==> src/rtl/vigna_bus_pkg.sv <==
// Shared types and constants for the vigna memory arbiter: FSM state
// encoding, grant identifiers and the default bus width.
package vigna_bus_pkg;

    localparam int XLEN_DEF = 32;

    typedef enum logic [2:0] {
        IDLE  = 3'd0,
        I_REQ = 3'd1,
        D_REQ = 3'd2,
        I_RSP = 3'd3,
        D_RSP = 3'd4
    } arb_state_t;

    localparam logic GRANT_I = 1'b0;
    localparam logic GRANT_D = 1'b1;

endpackage

==> src/rtl/vigna_arb_pick.sv <==
// Combinational grant selection between fetch and data requesters.
// VIGNA_ARB_RR_EN selects round-robin on conflict; otherwise data wins.
module vigna_arb_pick
    import vigna_bus_pkg::*;
(
    input  logic i_fetch_valid,
    input  logic i_data_valid,
`ifdef VIGNA_ARB_RR_EN
    input  logic i_last_grant,
`endif
    output logic o_req,
    output logic o_grant
);

    always_comb begin
        o_req   = i_fetch_valid | i_data_valid;
        o_grant = GRANT_I;
        if (i_data_valid && !i_fetch_valid) begin
            o_grant = GRANT_D;
        end else if (i_data_valid && i_fetch_valid) begin
`ifdef VIGNA_ARB_RR_EN
            o_grant = (i_last_grant == GRANT_D) ? GRANT_I : GRANT_D;
`else
            o_grant = GRANT_D;
`endif
        end
    end

endmodule

==> src/rtl/vigna_mem_arbiter.sv <==
// Merges the vigna fetch (i_*) and data (d_*) ports onto one memory port.
// Optional round-robin conflict resolution via VIGNA_ARB_RR_EN.
module vigna_mem_arbiter
    import vigna_bus_pkg::*;
#(
    parameter int XLEN    = XLEN_DEF,
    parameter int WSTRB_W = XLEN / 8
) (
    input  logic               clk,
    input  logic               rst,
    input  logic               i_valid,
    output logic               i_ready,
    input  logic [XLEN-1:0]    i_addr,
    output logic [XLEN-1:0]    i_rdata,
    input  logic               d_valid,
    output logic               d_ready,
    input  logic [XLEN-1:0]    d_addr,
    input  logic [XLEN-1:0]    d_wdata,
    input  logic [WSTRB_W-1:0] d_wstrb,
    output logic [XLEN-1:0]    d_rdata,
    output logic               m_valid,
    input  logic               m_ready,
    output logic [XLEN-1:0]    m_addr,
    output logic [XLEN-1:0]    m_wdata,
    output logic [WSTRB_W-1:0] m_wstrb,
    input  logic [XLEN-1:0]    m_rdata
);

    arb_state_t         r_state;
    arb_state_t         w_state_nxt;
    logic               w_req;
    logic               w_grant;
    logic               r_i_ready;
    logic               r_d_ready;
    logic [XLEN-1:0]    r_i_rdata;
    logic [XLEN-1:0]    r_d_rdata;
    logic               r_m_valid;
    logic [XLEN-1:0]    r_m_addr;
    logic [XLEN-1:0]    r_m_wdata;
    logic [WSTRB_W-1:0] r_m_wstrb;

`ifdef VIGNA_ARB_RR_EN
    logic r_last_grant;

    always_ff @(posedge clk) begin
        if (rst) begin
            r_last_grant <= GRANT_I;
        end else if (r_state == IDLE && w_req) begin
            r_last_grant <= w_grant;
        end
    end
`endif

    vigna_arb_pick u_pick (
        .i_fetch_valid (i_valid),
        .i_data_valid  (d_valid),
`ifdef VIGNA_ARB_RR_EN
        .i_last_grant  (r_last_grant),
`endif
        .o_req         (w_req),
        .o_grant       (w_grant)
    );

    always_ff @(posedge clk) begin
        if (rst) r_state <= IDLE;
        else     r_state <= w_state_nxt;
    end

    // Valids are only looked at in IDLE, so a held valid during RSP is not re-served.
    always_comb begin
        w_state_nxt = r_state;
        case (r_state)
            IDLE:    if (w_req) w_state_nxt = (w_grant == GRANT_D) ? D_REQ : I_REQ;
            I_REQ:   if (m_ready) w_state_nxt = I_RSP;
            D_REQ:   if (m_ready) w_state_nxt = D_RSP;
            I_RSP:   w_state_nxt = IDLE;
            D_RSP:   w_state_nxt = IDLE;
            default: w_state_nxt = IDLE;
        endcase
    end

    always_ff @(posedge clk) begin
        if (rst) begin
            r_i_ready <= 1'b0;
            r_d_ready <= 1'b0;
            r_i_rdata <= '0;
            r_d_rdata <= '0;
            r_m_valid <= 1'b0;
            r_m_addr  <= '0;
            r_m_wdata <= '0;
            r_m_wstrb <= '0;
        end else begin
            r_i_ready <= 1'b0;
            r_d_ready <= 1'b0;
            case (r_state)
                IDLE: begin
                    if (w_req) begin
                        r_m_valid <= 1'b1;
                        if (w_grant == GRANT_D) begin
                            r_m_addr  <= d_addr;
                            r_m_wdata <= d_wdata;
                            r_m_wstrb <= d_wstrb;
                        end else begin
                            r_m_addr  <= i_addr;
                            r_m_wdata <= '0;
                            r_m_wstrb <= '0;
                        end
                    end
                end
                I_REQ: begin
                    if (r_m_valid && m_ready) begin
                        r_m_valid <= 1'b0;
                        r_i_rdata <= m_rdata;
                        r_i_ready <= 1'b1;
                    end
                end
                D_REQ: begin
                    if (r_m_valid && m_ready) begin
                        r_m_valid <= 1'b0;
                        r_d_rdata <= m_rdata;
                        r_d_ready <= 1'b1;
                    end
                end
                default: ;
            endcase
        end
    end

    assign i_ready = r_i_ready;
    assign d_ready = r_d_ready;
    assign i_rdata = r_i_rdata;
    assign d_rdata = r_d_rdata;
    assign m_valid = r_m_valid;
    assign m_addr  = r_m_addr;
    assign m_wdata = r_m_wdata;
    assign m_wstrb = r_m_wstrb;

endmodule
==> config.mk <==
export PLATFORM = sky130hd
export DESIGN_NAME = vigna_mem_arbiter
export DESIGN_NICKNAME = d
export VERILOG_FILES = /design/src/rtl/vigna_bus_pkg.sv /design/src/rtl/vigna_arb_pick.sv /design/src/rtl/vigna_mem_arbiter.sv
export SDC_FILE = /design/constraint.sdc
export NUM_CORES = 1
export LEC_CHECK = 0
export CORE_UTILIZATION = 40
export DETAILED_ROUTE_END_ITERATION = 10
export GPL_TIMING_DRIVEN = 1
export PLACE_DENSITY = 0.8
export RECOVER_POWER = 50
export SLEW_MARGIN = 20
export SYNTH_ARGS = -nofsm -noshare
export SYNTH_HDL_FRONTEND = slang
export SYNTH_SLANG_ARGS = --single-unit
==> constraint.sdc <==
create_clock -name clk -period 2.2 [get_ports clk]
set_clock_uncertainty 0.1 [all_clocks]
set_input_delay 0.55 -clock clk [delete_from_list [all_inputs] [get_ports clk]]
set_output_delay 0.55 -clock clk [all_outputs]
set_load 0.01 [all_outputs]
* After elaboration in Yosys (flattened, before gate mapping)
Cells that the tools add are included.
W data, S select, Z words.
** Word-level totals
- Memories :: 0
- Output and inout port bits :: 135
- Bits in latches :: 0
- Bits of input ports :: 137
- Bits in writable memories :: 0
- Register bits after elaboration :: 138
- Bits in read-only memories :: 0
- Logic and storage cells :: 46
** Cells by class
- Reductions and logical operators :: 14
- Shift-type cells :: 0
- Magnitude comparators :: 0
- Eq/ne operators :: 6
- Multiplexer cells :: 14
- Add/subtract/negate cells :: 0
- Bitwise operators :: 3
- Div/mod/pow operators :: 0
- Multipliers :: 0
** Operator list (number)
- $mux W32 :: 2
- $mux W3 :: 3
- $pmux W3 S3 :: 1
- $reduce_and A2 Y1 :: 3
- $reduce_and A3 Y1 :: 2
- $reduce_or A2 Y1 :: 3
- $mux W1 :: 5
- $mux W4 :: 1
- $ne A2 B1 Y1 const B :: 2
- $ne A2 B2 Y1 const B :: 2
- $eq A3 B1 Y1 const B :: 1
- $eq A3 B2 Y1 const B :: 1
- $logic_and A1 B1 Y1 :: 3
- $logic_not A3 Y1 :: 1
- $mux W2 :: 1
- $not A1 Y1 :: 2
- $pmux W1 S2 :: 1
- $reduce_bool A2 Y1 :: 1
- $logic_not A1 Y1 :: 1
- $or A1 B1 Y1 :: 1

* Depth between registers and ports, before layout
- Depth after elaboration :: 6
- Depth in mapped cells :: 7

* Modules after synthesis
From an unflattened synthesis, not the netlist that was laid out.
** Second synthesis, totals
- Cells, all modules :: 575
- Area total of the unflattened synthesis :: 5596.6 sq um
** By module, submodules not included
- vigna_mem_arbiter :: seq. area each 2762.6 sq um, area an instance 5586.6 sq um, cells each 573, instances 1
- vigna_arb_pick :: seq. area each 0.0 sq um, area an instance 10.0 sq um, cells each 2, instances 1

* Least setup slack after synthesis
Ideal clock, no wire load.
- Kind :: input -> register
- From :: input port d_valid
- To :: register r_m_valid (netlist: m_valid)
- Data arrival time :: 1.542 ns
- Data required time :: 1.985 ns
- Stages on the path :: 7
- Slack :: 0.443 ns
- Cells stage by stage :: buf_6 -> o21ba_1 -> buf_2 -> and2_1 -> buf_6 -> buf_6 -> o21a_1
** Between the ends
- Word-level cells in the longest chain between the ends :: 3
** Ends and longest elaborated chain
- start: declaration :: line vigna_mem_arbiter.sv:15 : input logic d_valid,
- $or A1 B1 Y1 :: line vigna_arb_pick.sv:16 : o_req = i_fetch_valid | i_data_valid;
- $ne A2 B1 Y1 (no source line)
- $reduce_and A3 Y1 (no source line)
- end signal: assignment :: line vigna_mem_arbiter.sv:88 : r_m_valid <= 1'b0;
- end signal: assignment :: line vigna_mem_arbiter.sv:98 : r_m_valid <= 1'b1;
- end signal: assignment :: line vigna_mem_arbiter.sv:112 : r_m_valid <= 1'b0;
- end: declaration :: line vigna_mem_arbiter.sv:37 : logic r_m_valid;
No other way between the ends.
A chain may end at the register's enable or synchronous reset.

* Worst setup path in the final report
- From :: input port m_ready
- To :: register r_i_rdata[8] (netlist: i_rdata[8])
** Between the ends
- Word-level cells in the longest chain between the ends :: 2
** Ends and longest elaborated chain
- start: declaration :: line vigna_mem_arbiter.sv:22 : input logic m_ready,
- $logic_and A1 B1 Y1 :: line vigna_mem_arbiter.sv:111 : if (r_m_valid && m_ready) begin
- $reduce_and A2 Y1 (no source line)
- end signal: assignment :: line vigna_mem_arbiter.sv:113 : r_i_rdata <= m_rdata;
- end: declaration :: line vigna_mem_arbiter.sv:35 : logic [XLEN-1:0] r_i_rdata;
No other way between the ends.

==> results.tsv <==
stage	metric	value	unit
power	p_leak	3.58	nW
cts	cts_resized	0	
worst_setup_path	worstSetupPathDepth	5	
worst_setup_path	crit_chain	dlygate4sd3_1, nand3b_1, or3b_2, buf_4, mux2i_1	
layout	finalInstanceArea	8890	sq um
cts	path_clk_slew	0.06	ns
worst_setup_path	slowest_delay	0.56	ns
timing	fin_crit_sh	0.927	
synth	synth.avg_cell_area	11.0	sq um
timing	period_minus_slack	2.04	ns
worst_setup_path	reg2reg_depth	3	
layout	drive_above_1_share	0.0663	
global_route	grt-ovfl-total	0	
worst_setup_path	worst-setup-path-type	input port to register	
run_status	status	finished, final reports clean	
worst_setup_path	cp.required	2.38	ns
worst_setup_path	crit_buf_inv	2	
cts	clock_latency	0.41	ns
cts	cts.path.max_buffers	2	
timing	layout_setup_ws	0.161	ns
worst_setup_path	critPathMaxFanout	18	
drt	postRouteAntennaNets	0	
global_route	grt_pass1_vias	4814	
worst_hold_path	min_path_type	input port to register	
timing	max_slew_margin	0.399	
synth	syn_nets	638	
synth	ys_types	29	
die	rows	42	
layout	antennaDiodeCount	0	
die	start_util	0.412	
die	die_x	119	um
timing	drv_slew	0	
drt	routedWlPerCell	16.3	um
global_route	grt_pass1_wl	24.0	mm
drt	first_pass_iters	4	
power	power_density	755	nW/um^2
cts	cts.sinks	138	
cts	cts.htree.levels	4	
synth	syn_area	5500	sq um
worst_setup_path	startpoint	m_ready	
placed_design	pre_cts_slack	-0.182	ns
worst_setup_path	worst_setup_path_start_kind	input port	
global_route	gr-usage-all-layers	0.216	
placed_design	dp_hpwl	11.0	mm
synth	synthCells	501	
timing	whs	0.363	ns
cts	cts.hold.buffers_added	0	
layout	fin_nets	893	
worst_setup_path	r2r_start	r_state[0]	
drt	num_vias	4707	
global_route	grt_max_degree	77	
worst_setup_path	r2r_end	m_wdata[16]	
die	core_area	13300	sq um
worst_setup_path	cp_data_arrival_time	2.22	ns
worst_setup_path	r2r_setup_slack	0.30	ns
timing	rsz0062_at_grt	false	
layout	final_core_util	0.666	
worst_setup_path	crit_family	buffers and inverters	
synth	synth_seq_cells	138	
die	ios	272	
drt	wl	15.4	mm
worst_setup_path	crit_path_end	i_rdata[8]	
power	irDropWorstVdd	427	uV
placed_design	place_area	8320	sq um
power	p_total	6.71	mW
global_route	grt_antenna_before_repair	0	
worst_setup_path	cp-end-kind	register	
synth	yosys_warnings	0	
die	dieHeight	119	um
timing	worst_pin_slew	0.899	ns
drt	drt_iter0_markers	228	
cts	clockRootBuffer	clkbuf_16	
job	maxCapViolCount	0	
cts	cts_setup_buffers	0	
cts	numCtsBuffers	17	
layout	syn_to_final_growth	61.7	%
drt	via_per_inst	4.98	
die	die_area	14200	sq um
drt	drc	0	
cts	cts_tree	built	
synth	yosysSeqAreaShare	0.503	
timing	finalSetupViolCount	0	
placed_design	numPortBuffers	271	
placed_design	gp_congestion	0.756	
worst_setup_path	slowest_stage	dlygate4sd3_1	
timing	final_hold_viol_count	0	
timing	max_freq	490	MHz
## power by group
part	leakage (nW)	internal (mW)	switching [mW]
Clock	0.279	1.72	1.13
Combinational	2.18	0.654	0.459
Sequential	1.13	2.65	0.0857
## layout by cell type, fill, tap and decap left out, types with 2 or more instances in the layout
| cell | synthesis | layout |
|---|---|---|
| dfxtp_1 | 138 | 138 |
| or3b_2 | 1 | 2 |
| a21oi_1 | 34 | 34 |
| a211oi_1 | 31 | 31 |
| nor4_1 | 2 | 2 |
| and3_1 | 2 | 2 |
| clkdlybuf4s50_1 | 0 | 234 |
| nand2b_1 | 96 | 96 |
| dlygate4sd3_1 | 0 | 35 |
| buf_4 | 4 | 6 |
| buf_12 | 0 | 5 |
| bufinv_16 | 0 | 2 |
| nor2_1 | 3 | 3 |
| nor3b_1 | 2 | 2 |
| a22o_1 | 36 | 36 |
| inv_6 | 0 | 5 |
| mux2i_1 | 96 | 96 |
| clkinvlp_4 | 0 | 5 |
| clkbuf_16 | 0 | 17 |
## how the worst min path moves through the flow
| stage | endpoint | depth (start not counted) | from |
|---|---|---|---|
| after CTS | m_addr[27] | 2 | rst |
| after floorplan | r_state[1] | 1 | r_state[2] |
| after global routing | m_addr[22] | 2 | rst |
| after global placement | m_wdata[14] | 1 | m_wdata[14] |
| final | m_addr[27] | 2 | rst |
| after detailed placement | m_wdata[7] | 1 | m_wdata[7] |
## sequential cells by signal, indices dropped and copies added, names as in the netlist
register and flops:
r_state 3, m_valid 1, m_addr 32, i_ready 1
m_wstrb 4, i_rdata 32, d_rdata 32, d_ready 1
m_wdata 32
## area by class of cell
cell class,instances,area (sq um)
clock inverters,14,161
fillers,1000,4460
multi-input cells,315,2450
clock buffers,18,439
repair buffers,283,2850
flip-flops and latches,138,2760
well taps,176,220
inverters,1,3.75
## stage by stage
stage	setup TNS [ns]	cells
2_1_floorplan	0	501
3_3_place_gp	-4.87	913
5_1_grt	0	945
6_report	0	945
4_1_cts	0	945
3_5_place_dp	-7.95	913
## cells by family (layout without fill, tap and decap cells)
kind of cell / count (synthesis) / count (layout) / share of synthesized area
AO/OA/AOI/OAI: 105 / 105 / 0.139
flip-flops: 138 / 138 / 0.503
AND/OR/NAND/NOR: 112 / 112 / 0.130
multiplexers: 97 / 97 / 0.177
buffers and inverters: 48 / 316 / 0.0503
XOR/XNOR: 1 / 1 / 0.00159
## Yosys cell counts
cell type	number	area (sq um)
buf_6	8	90.1
xor2_1	1	8.76
nor2b_1	1	6.26
nor3b_1	2	15.0
nor2_1	3	11.3
clkbuf_1	17	63.8
mux2i_1	96	961
or3b_2	1	8.76
nor4_1	2	12.5
dfxtp_1	138	2760
a21oi_1	34	170
o21ba_1	1	10.0
and2_1	1	6.26
and3_1	2	12.5
a211oi_1	31	233
buf_2	17	85.1
nor3_1	1	5.00
a21oi_4	1	16.3
nand3b_4	1	20.0
a22o_1	36	315
buf_4	4	30.0
or3b_1	1	8.76
nand2b_1	96	601
buf_1	1	3.75
inv_1	1	3.75
o21a_1	1	7.51
nor2_2	1	6.26
a211oi_2	1	12.5
mux2_2	1	11.3
## routing by layer
layer / global-route usage / vias to the layer above / wire, um
li1: - / 2286 / -
met3: 0.102 / 27 / 1710
met1: 0.229 / 2191 / 6020
met2: 0.367 / 203 / 7280
met4: 0.0870 / 0 / 351
met5: 0 / - / 0
Power figures use the tool's default switching activity.
